File: src/rtl/text_pkg.sv
// ------------------------------------------------------------------
// text_pkg: shared states, screen geometry and character codes.
// Revision 1.0
// ------------------------------------------------------------------
`default_nettype none

package text_pkg;

  localparam int DEF_COLS = 70;
  localparam int DEF_ROWS = 30;

  localparam logic [7:0] CH_LF    = 8'h0A;
  localparam logic [7:0] CH_BS    = 8'h08;
  localparam logic [7:0] CH_SPACE = 8'h20;
  localparam logic [7:0] CH_TILDE = 8'h7E;

  typedef enum logic [0:0] {
    ST_IDLE  = 1'b0,
    ST_CLEAR = 1'b1
  } state_t;

  function automatic logic is_printable(input logic [7:0] c);
    return (c >= CH_SPACE) && (c <= CH_TILDE);
  endfunction

endpackage

`default_nettype wire

File: src/rtl/rr_arb2.sv
// ------------------------------------------------------------------
// rr_arb2: two-way round-robin arbiter with a last-grant flop.
// Revision 1.0
// ------------------------------------------------------------------
`default_nettype none

module rr_arb2 (
  input  logic       clk,
  input  logic       resetn,
  input  logic       en,
  input  logic [1:0] req,
  output logic [1:0] grant
);

  // Index of the requester granted most recently; requester 0 wins the first tie.
  logic last_grant;

  always_comb begin
    grant = 2'b00;
    if (en) begin
      case (req)
        2'b01:   grant = 2'b01;
        2'b10:   grant = 2'b10;
        2'b11:   grant = last_grant ? 2'b01 : 2'b10;
        default: grant = 2'b00;
      endcase
    end
  end

  always_ff @(posedge clk) begin
    if (!resetn) begin
      last_grant <= 1'b1;
    end else if (grant[0]) begin
      last_grant <= 1'b0;
    end else if (grant[1]) begin
      last_grant <= 1'b1;
    end
  end

endmodule

`default_nettype wire

File: src/rtl/vmem_text_arbiter.sv
// ------------------------------------------------------------------
// vmem_text_arbiter: keyboard/UART character writer with cursor and clear sweep.
// Revision 1.0
// ------------------------------------------------------------------
`default_nettype none

module vmem_text_arbiter
  import text_pkg::*;
#(
  parameter int COLS = DEF_COLS,
  parameter int ROWS = DEF_ROWS
) (
  input  logic        clk,
  input  logic        resetn,
  input  logic        kbd_valid,
  input  logic [7:0]  kbd_char,
  output logic        kbd_ready,
  input  logic        uart_valid,
  input  logic [7:0]  uart_char,
  output logic        uart_ready,
  input  logic        clr_req,
  output logic        busy,
  output logic        we,
  output logic [11:0] waddr,
  output logic [7:0]  wdata,
  output logic [6:0]  cur_col,
  output logic [4:0]  cur_row
);

  localparam logic [6:0]  LAST_COL  = 7'(COLS - 1);
  localparam logic [4:0]  LAST_ROW  = 5'(ROWS - 1);
  localparam logic [11:0] LAST_CELL = 12'(COLS * ROWS - 1);

  state_t      state;
  logic [11:0] clr_addr;
  logic [1:0]  grant;
  logic        arb_en;
  logic [7:0]  ch;
  logic [11:0] cur_addr;
  logic [4:0]  row_inc;
  logic [6:0]  adv_col;
  logic [4:0]  adv_row;
  logic [6:0]  back_col;
  logic [4:0]  back_row;

  // A same-cycle clear request pre-empts both requesters.
  assign arb_en = (state == ST_IDLE) && !clr_req;

  rr_arb2 u_arb (
    .clk    (clk),
    .resetn (resetn),
    .en     (arb_en),
    .req    ({uart_valid, kbd_valid}),
    .grant  (grant)
  );

  assign kbd_ready  = grant[0];
  assign uart_ready = grant[1];
  assign ch         = grant[1] ? uart_char : kbd_char;
  assign cur_addr   = 12'(cur_row) * 12'(COLS) + 12'(cur_col);

  always_comb begin
    row_inc  = (cur_row == LAST_ROW) ? 5'd0 : cur_row + 5'd1;
    adv_col  = (cur_col == LAST_COL) ? 7'd0 : cur_col + 7'd1;
    adv_row  = (cur_col == LAST_COL) ? row_inc : cur_row;
    back_col = (cur_col == 7'd0) ? LAST_COL : cur_col - 7'd1;
    back_row = (cur_col == 7'd0) ? cur_row - 5'd1 : cur_row;
  end

  always_ff @(posedge clk) begin
    if (!resetn) begin
      state    <= ST_IDLE;
      cur_col  <= 7'd0;
      cur_row  <= 5'd0;
      we       <= 1'b0;
      waddr    <= 12'd0;
      wdata    <= 8'd0;
      busy     <= 1'b0;
      clr_addr <= 12'd0;
    end else begin
      we <= 1'b0;
      case (state)
        ST_IDLE: begin
          busy <= 1'b0;
          if (clr_req) begin
            state    <= ST_CLEAR;
            busy     <= 1'b1;
            clr_addr <= 12'd0;
          end else if (grant != 2'b00) begin
            if (is_printable(ch)) begin
              we      <= 1'b1;
              waddr   <= cur_addr;
              wdata   <= ch;
              cur_col <= adv_col;
              cur_row <= adv_row;
            end else if (ch == CH_LF) begin
              cur_col <= 7'd0;
              cur_row <= row_inc;
            end else if (ch == CH_BS && (cur_col != 7'd0 || cur_row != 5'd0)) begin
              // The previous cell is always one linear address below the cursor.
              we      <= 1'b1;
              waddr   <= cur_addr - 12'd1;
              wdata   <= CH_SPACE;
              cur_col <= back_col;
              cur_row <= back_row;
            end
          end
        end
        ST_CLEAR: begin
          we       <= 1'b1;
          waddr    <= clr_addr;
          wdata    <= CH_SPACE;
          clr_addr <= clr_addr + 12'd1;
          if (clr_addr == LAST_CELL) begin
            state   <= ST_IDLE;
            cur_col <= 7'd0;
            cur_row <= 5'd0;
          end
        end
        default: state <= ST_IDLE;
      endcase
    end
  end

endmodule

`default_nettype wire

File: config.mk
export PLATFORM = sky130hd
export DESIGN_NAME = vmem_text_arbiter
export DESIGN_NICKNAME = d
export VERILOG_FILES = /design/src/rtl/text_pkg.sv /design/src/rtl/rr_arb2.sv /design/src/rtl/vmem_text_arbiter.sv
export SDC_FILE = /design/constraint.sdc
export NUM_CORES = 1
export LEC_CHECK = 0
export BUFFER_PORTS_ARGS = -buffer_cell sky130_fd_sc_hd__buf_2
export CELL_PAD_IN_SITES_DETAIL_PLACEMENT = 0
export CELL_PAD_IN_SITES_GLOBAL_PLACEMENT = 1
export CORE_ASPECT_RATIO = 0.9
export CORE_UTILIZATION = 46
export DETAILED_ROUTE_END_ITERATION = 8
export PLACE_DENSITY = 0.84
export SETUP_SLACK_MARGIN = 0.2
export SLEW_MARGIN = 10
export SYNTH_ARGS = -nofsm -noshare
export SYNTH_HDL_FRONTEND = slang
export SYNTH_SLANG_ARGS = --single-unit
File: constraint.sdc
create_clock -name clk -period 8.98 [get_ports clk]
set_input_delay 0.449 -clock clk [delete_from_list [all_inputs] [get_ports clk]]
set_output_delay 0.449 -clock clk [all_outputs]
set_load 0.05 [all_outputs]
# Word level (Yosys, flattened, before mapping)
# Cells that the tools add are included.
# totals
regBits	48
input_bits	21
wordCells	97
# classes
addsub	7
mul	1
magnitude_cmp	2
n_eq_ne	17
muxes	48
n_bitwise	1
reduce_logical	12
# ops
op	n
$mux W12	6
$mux W7	8
$mux W8	6
$pmux W12 S2	2
$mux W5	9
$eq A8 B4 Y1 const B	2
$pmux W8 S2	1
$pmux W7 S2	1
$add A12 B1 Y12 const B	1
$add A12 B7 Y12	1
$eq A12 B12 Y1 const B	1
$sub A12 B1 Y12 const B	1
$mul A5 B6 Y11 const B	1
$pmux W5 S2	1
$mux W1	9
$ge A8 B6 Y1 const B	1
$le A8 B7 Y1 const B	1
$ne A4 B1 Y1 const B	2
$reduce_and A4 Y1	2
$add A7 B1 Y7 const B	1
$eq A7 B7 Y1 const B	1
$logic_not A7 Y1	1
$reduce_bool A7 Y1	1
$sub A7 B1 Y7 const B	1
other kinds (19)	27

# Depth between registers and ports, before layout
# logic_depth
ltp_word	12
depth_mapped	17

# Modules after synthesis
# From an unflattened synthesis, not the netlist that was laid out.
# hier_totals
hier_cells	491
area_unflattened_um2	3896.2
# by_module_without_submodules
mod	instances	cells_per_inst	area_per_inst_um2	seq_area_each_um2
vmem_text_arbiter	1	483	3839.9	940.9
rr_arb2	1	8	56.3	20.0

# Worst setup path after synthesis
# OpenSTA, ideal clock, no wires.
# synth_timing
path_kind	register to register
from	register cur_row[3]
to	register waddr[11]
setup_ns	0.122
arrival_time_ns	4.229
slack_ns	4.629
path_stages_with_launch	18
n_path_buf	2
period_less_slack_ns	4.351
path_cell_list	dfxtp_1 -> clkbuf_1 -> inv_1 -> ha_1 -> inv_1 -> ha_1 -> ha_1 -> a31oi_1 -> xor2_1 -> ha_1 -> buf_1 -> nor2_1 -> a21oi_1 -> nor3b_1 -> nand4_1 -> and4_1 -> nor4b_1 -> a221o_1
# synth_between
elab_chain_len	9
elab_cells_between_ends	14
cone_classes	add/sub (2); mul (1); eq/ne (1); mux (6); reduce/logical (4)
# synth_lines
item	line_no	text
start: declaration	vmem_text_arbiter.sv:27	output logic [4:0] cur_row
start signal: assignment	vmem_text_arbiter.sv:95	cur_row <= adv_row;
start signal: assignment	vmem_text_arbiter.sv:98	cur_row <= row_inc;
start signal: assignment	vmem_text_arbiter.sv:105	cur_row <= back_row;
$mul A5 B6 Y11	vmem_text_arbiter.sv:60	assign cur_addr = 12'(cur_row) * 12'(COLS) + 12'(cur_col);
$add A12 B7 Y12	vmem_text_arbiter.sv:60	
$sub A12 B1 Y12	vmem_text_arbiter.sv:102	waddr <= cur_addr - 12'd1;
$mux W12	vmem_text_arbiter.sv:99	end else if (ch == CH_BS && (cur_col != 7'd0 || cur_row != 5'd0)) begin
$mux W12	vmem_text_arbiter.sv:96	end else if (ch == CH_LF) begin
$mux W12	vmem_text_arbiter.sv:90	if (is_printable(ch)) begin
$mux W12	vmem_text_arbiter.sv:89	end else if (grant != 2'b00) begin
$mux W12	vmem_text_arbiter.sv:85	if (clr_req) begin
$pmux W12 S2	vmem_text_arbiter.sv:82	case (state)
end signal: assignment	vmem_text_arbiter.sv:92	waddr <= cur_addr;
end signal: assignment	vmem_text_arbiter.sv:102	
end signal: assignment	vmem_text_arbiter.sv:111	waddr <= clr_addr;
end: declaration	vmem_text_arbiter.sv:24	output logic [11:0] waddr,
# Several ways; a longest one is shown, not always the timed one. The select of a mux whose other input is x is not followed.
# A chain may end at the register's enable or synchronous reset.

# Worst setup path after layout
# Ends and elaborated chain as after synthesis.

==> results.ini <==
[status]
run_status=finished, final reports clean

[setup_path]
cp-end-kind=register
criticalPathCategory=register to register
cp_max_fo=10
critical_path_arrival_ns=4.59
crit_required_ns=9.23
worst_setup_path_start_kind=register

[clock_network]
cts_tree=done
h-tree-depth=2
worstSkewPairLatency_ns=0.30
postCtsSetupBuffers=0
cts_root_buffer=clkbuf_8
clk_pin_slew_worst_paths_ns=0.10
cts_buffers=5
cts_buffer_depth=2
ctsResizeCount=0
clkSinkCount=48
hold_buffers=0

[sta]
rsz0062_at_grt=false
finalSetupTns_ns=0
slew_violations=0
clock.fmax_mhz=230.5
finClkSkew_ns=0.01248
worst_pin_slew_ns=0.7245
fin_crit_ns=4.339
hold_violations=0
post-route-period-util_pct=48.32
setup_viol=0
slew_headroom_pct=51.33

[logic_synthesis]
yosys-top-cells-area=dfxtp_1, ha_1, a21oi_1, nor2_1, nand2_1
avgSynthCellArea_sq_um=8.016
ys_types=77
syn_inst=482
synthFlopType=dfxtp_1
synth_edf_count=0
synth-warning-count=0
synth.net_count=536
netlist_area_sq_mm=0.003864
synth.largest_area_cell=dfxtp_1
async_flop_share_pct=0
ys_ff_latch=48
synth_top_area_share_pct=24.87
synth_seq_area_share_pct=24.87

[placement]
dpl-instance-area_sq_mm=0.004169
dp_hpwl_mm=7.508
io_buffers=56
placed_cells=619
place_congestion=0.8730

[hold_path]
hp-class=register to register

[drt]
viasPerCell=5.879
drt_iter0_drc=202
drc=0
wire_per_inst_um=15.85
wl_mm=9.920
ant_nets=0
vias=3680
first_pass_iters=4

[floorplanning]
die-area_sq_mm=0.008770
die_w_um=98.61
initial_core_util_pct=47.66
ios=57
core_area_sq_mm=0.008107
fp.dieH_um=88.95
rows=31

[layout]
antennaDiodeCount=0
fin_nets=581
n_fill_cell=793
final_area_sq_mm=0.004250
drive_gt1_share_pct=18.22
final_cells=626
fin_util_pct=52.43
synthToLayoutAreaGrowth_pct=10.01

[power_and_ir_drop]
p_total_mw=0.5239
leakage_nw=1.816
irDropWorstVdd_v=0.00007184
powerDensity_mw_per_mm2=123.3

[global_route]
gr-total-overflow=0
grt_pass1_wl_mm=16.04
grt_pass1_vias=3265
antenna_found_initial=0
grt_max_degree=27
grt_use_total_pct=22.78

[job]
drv_cap=0

final cells by class:
cell class / instances / area [sq um] / share of cell area [%]
Multi-Input combinational cell: 386 / 2684 / 63.14
Clock buffer: 5 / 68.82 / 1.619
Inverter: 28 / 105.1 / 2.473
Clock inverter: 2 / 12.51 / 0.2944
Sequential cell: 48 / 960.9 / 22.61
Tap cell: 99 / 123.9 / 2.914
Timing Repair Buffer: 58 / 295.3 / 6.947
Yosys cell counts, types with 8 or more instances:
library cell	instances
xnor2_1	15
inv_1	27
nor3_1	14
nand4_1	8
ha_1	31
or3_1	9
dfxtp_1	48
a21oi_1	45
nand2_1	40
clkbuf_1	10
nor2_1	41
nand3_1	20
xor2_1	12
mux2i_1	8
o21ai_0	16
registers in the layout (all words and copies together), names as in the netlist:
| register | count |
|---|---|
| u_arb.last_grant | 1 |
| wdata | 8 |
| state | 1 |
| cur_col | 7 |
| busy | 1 |
| cur_row | 5 |
| clr_addr | 12 |
| waddr | 12 |
| we | 1 |
logic make-up after synthesis:
logic type / after synthesis / share of synthesized area, %
AOI/OAI and AO/OA: 123 / 21.70
xor gates and xnor gates: 27 / 6.121
adders and majority gates: 33 / 11.08
buffers and inverters: 48 / 5.667
DFF: 48 / 24.87
muxes: 10 / 2.947
and+or+nand+nor: 193 / 27.62
cell usage in the layout, fill, tap and decap left out, types with 8 or more instances in the layout:
cell type,Yosys,final
o21ai_0,16,16
dfxtp_1,48,48
nand3_1,20,20
a21oi_1,45,45
nor3_1,14,14
nand2_1,40,40
xor2_1,12,12
buf_2,4,56
ha_1,31,31
mux2i_1,8,8
xnor2_1,15,15
or3_1,9,9
nand4_1,8,8
nor2_1,41,41
inv_1,27,27
routing by layer:
| metal | GRT usage [%] | routed length [um] | up-vias |
|---|---|---|---|
| li1 | - | - | 1837 |
| met1 | 31.78 | 4772 | 1730 |
| met2 | 38.48 | 4489 | 106 |
| met3 | 3.127 | 583 | 7 |
| met4 | 3.799 | 74 | 0 |
| met5 | 0 | 0 | - |
power breakdown:
part | total [mW] | leakage [nW] | internal [mW] | switching (mW)
Combinational | 0.163 | 1.39 | 0.0568 | 0.106
Clock | 0.131 | 0.0400 | 0.0530 | 0.0775
Sequential | 0.230 | 0.390 | 0.220 | 0.00977
metrics by stage:
step	setup WS (ns)	hold slack, ns
3_5_place_dp	4.791	0.4391
4_1_cts	4.757	0.4523
3_3_place_gp	4.962	0.4309
2_1_floorplan	4.629	0.4704
5_1_grt	4.415	0.4752
6_report	4.641	0.4509
worst max-delay path: stages, from the launching register on:
cell,delay (ns)
dfxtp_1,0.54
inv_1,0.19
ha_1,0.32
inv_1,0.04
ha_1,0.28
ha_1,0.34
a31oi_1,0.34
xor2_1,0.12
ha_1,0.41
nor2_1,0.10
a21oi_1,0.18
nor3b_1,0.52
nor4b_1,0.35
o31ai_1,0.14
nor4b_1,0.26
a221o_1,0.15
final timing paths:
| check | from | end | slack (ns) | depth (start not counted) |
|---|---|---|---|---|
| hold reg to reg | waddr[0] | waddr[0] | 0.45 | 2 |
| setup reg to reg | cur_row[3] | waddr[11] | 4.64 | 15 |
| setup / recovery | cur_row[3] | waddr[11] | 4.64 | 15 |
| hold / removal | waddr[0] | waddr[0] | 0.45 | 2 |
Note: power is estimated with default switching activity, not from simulation.
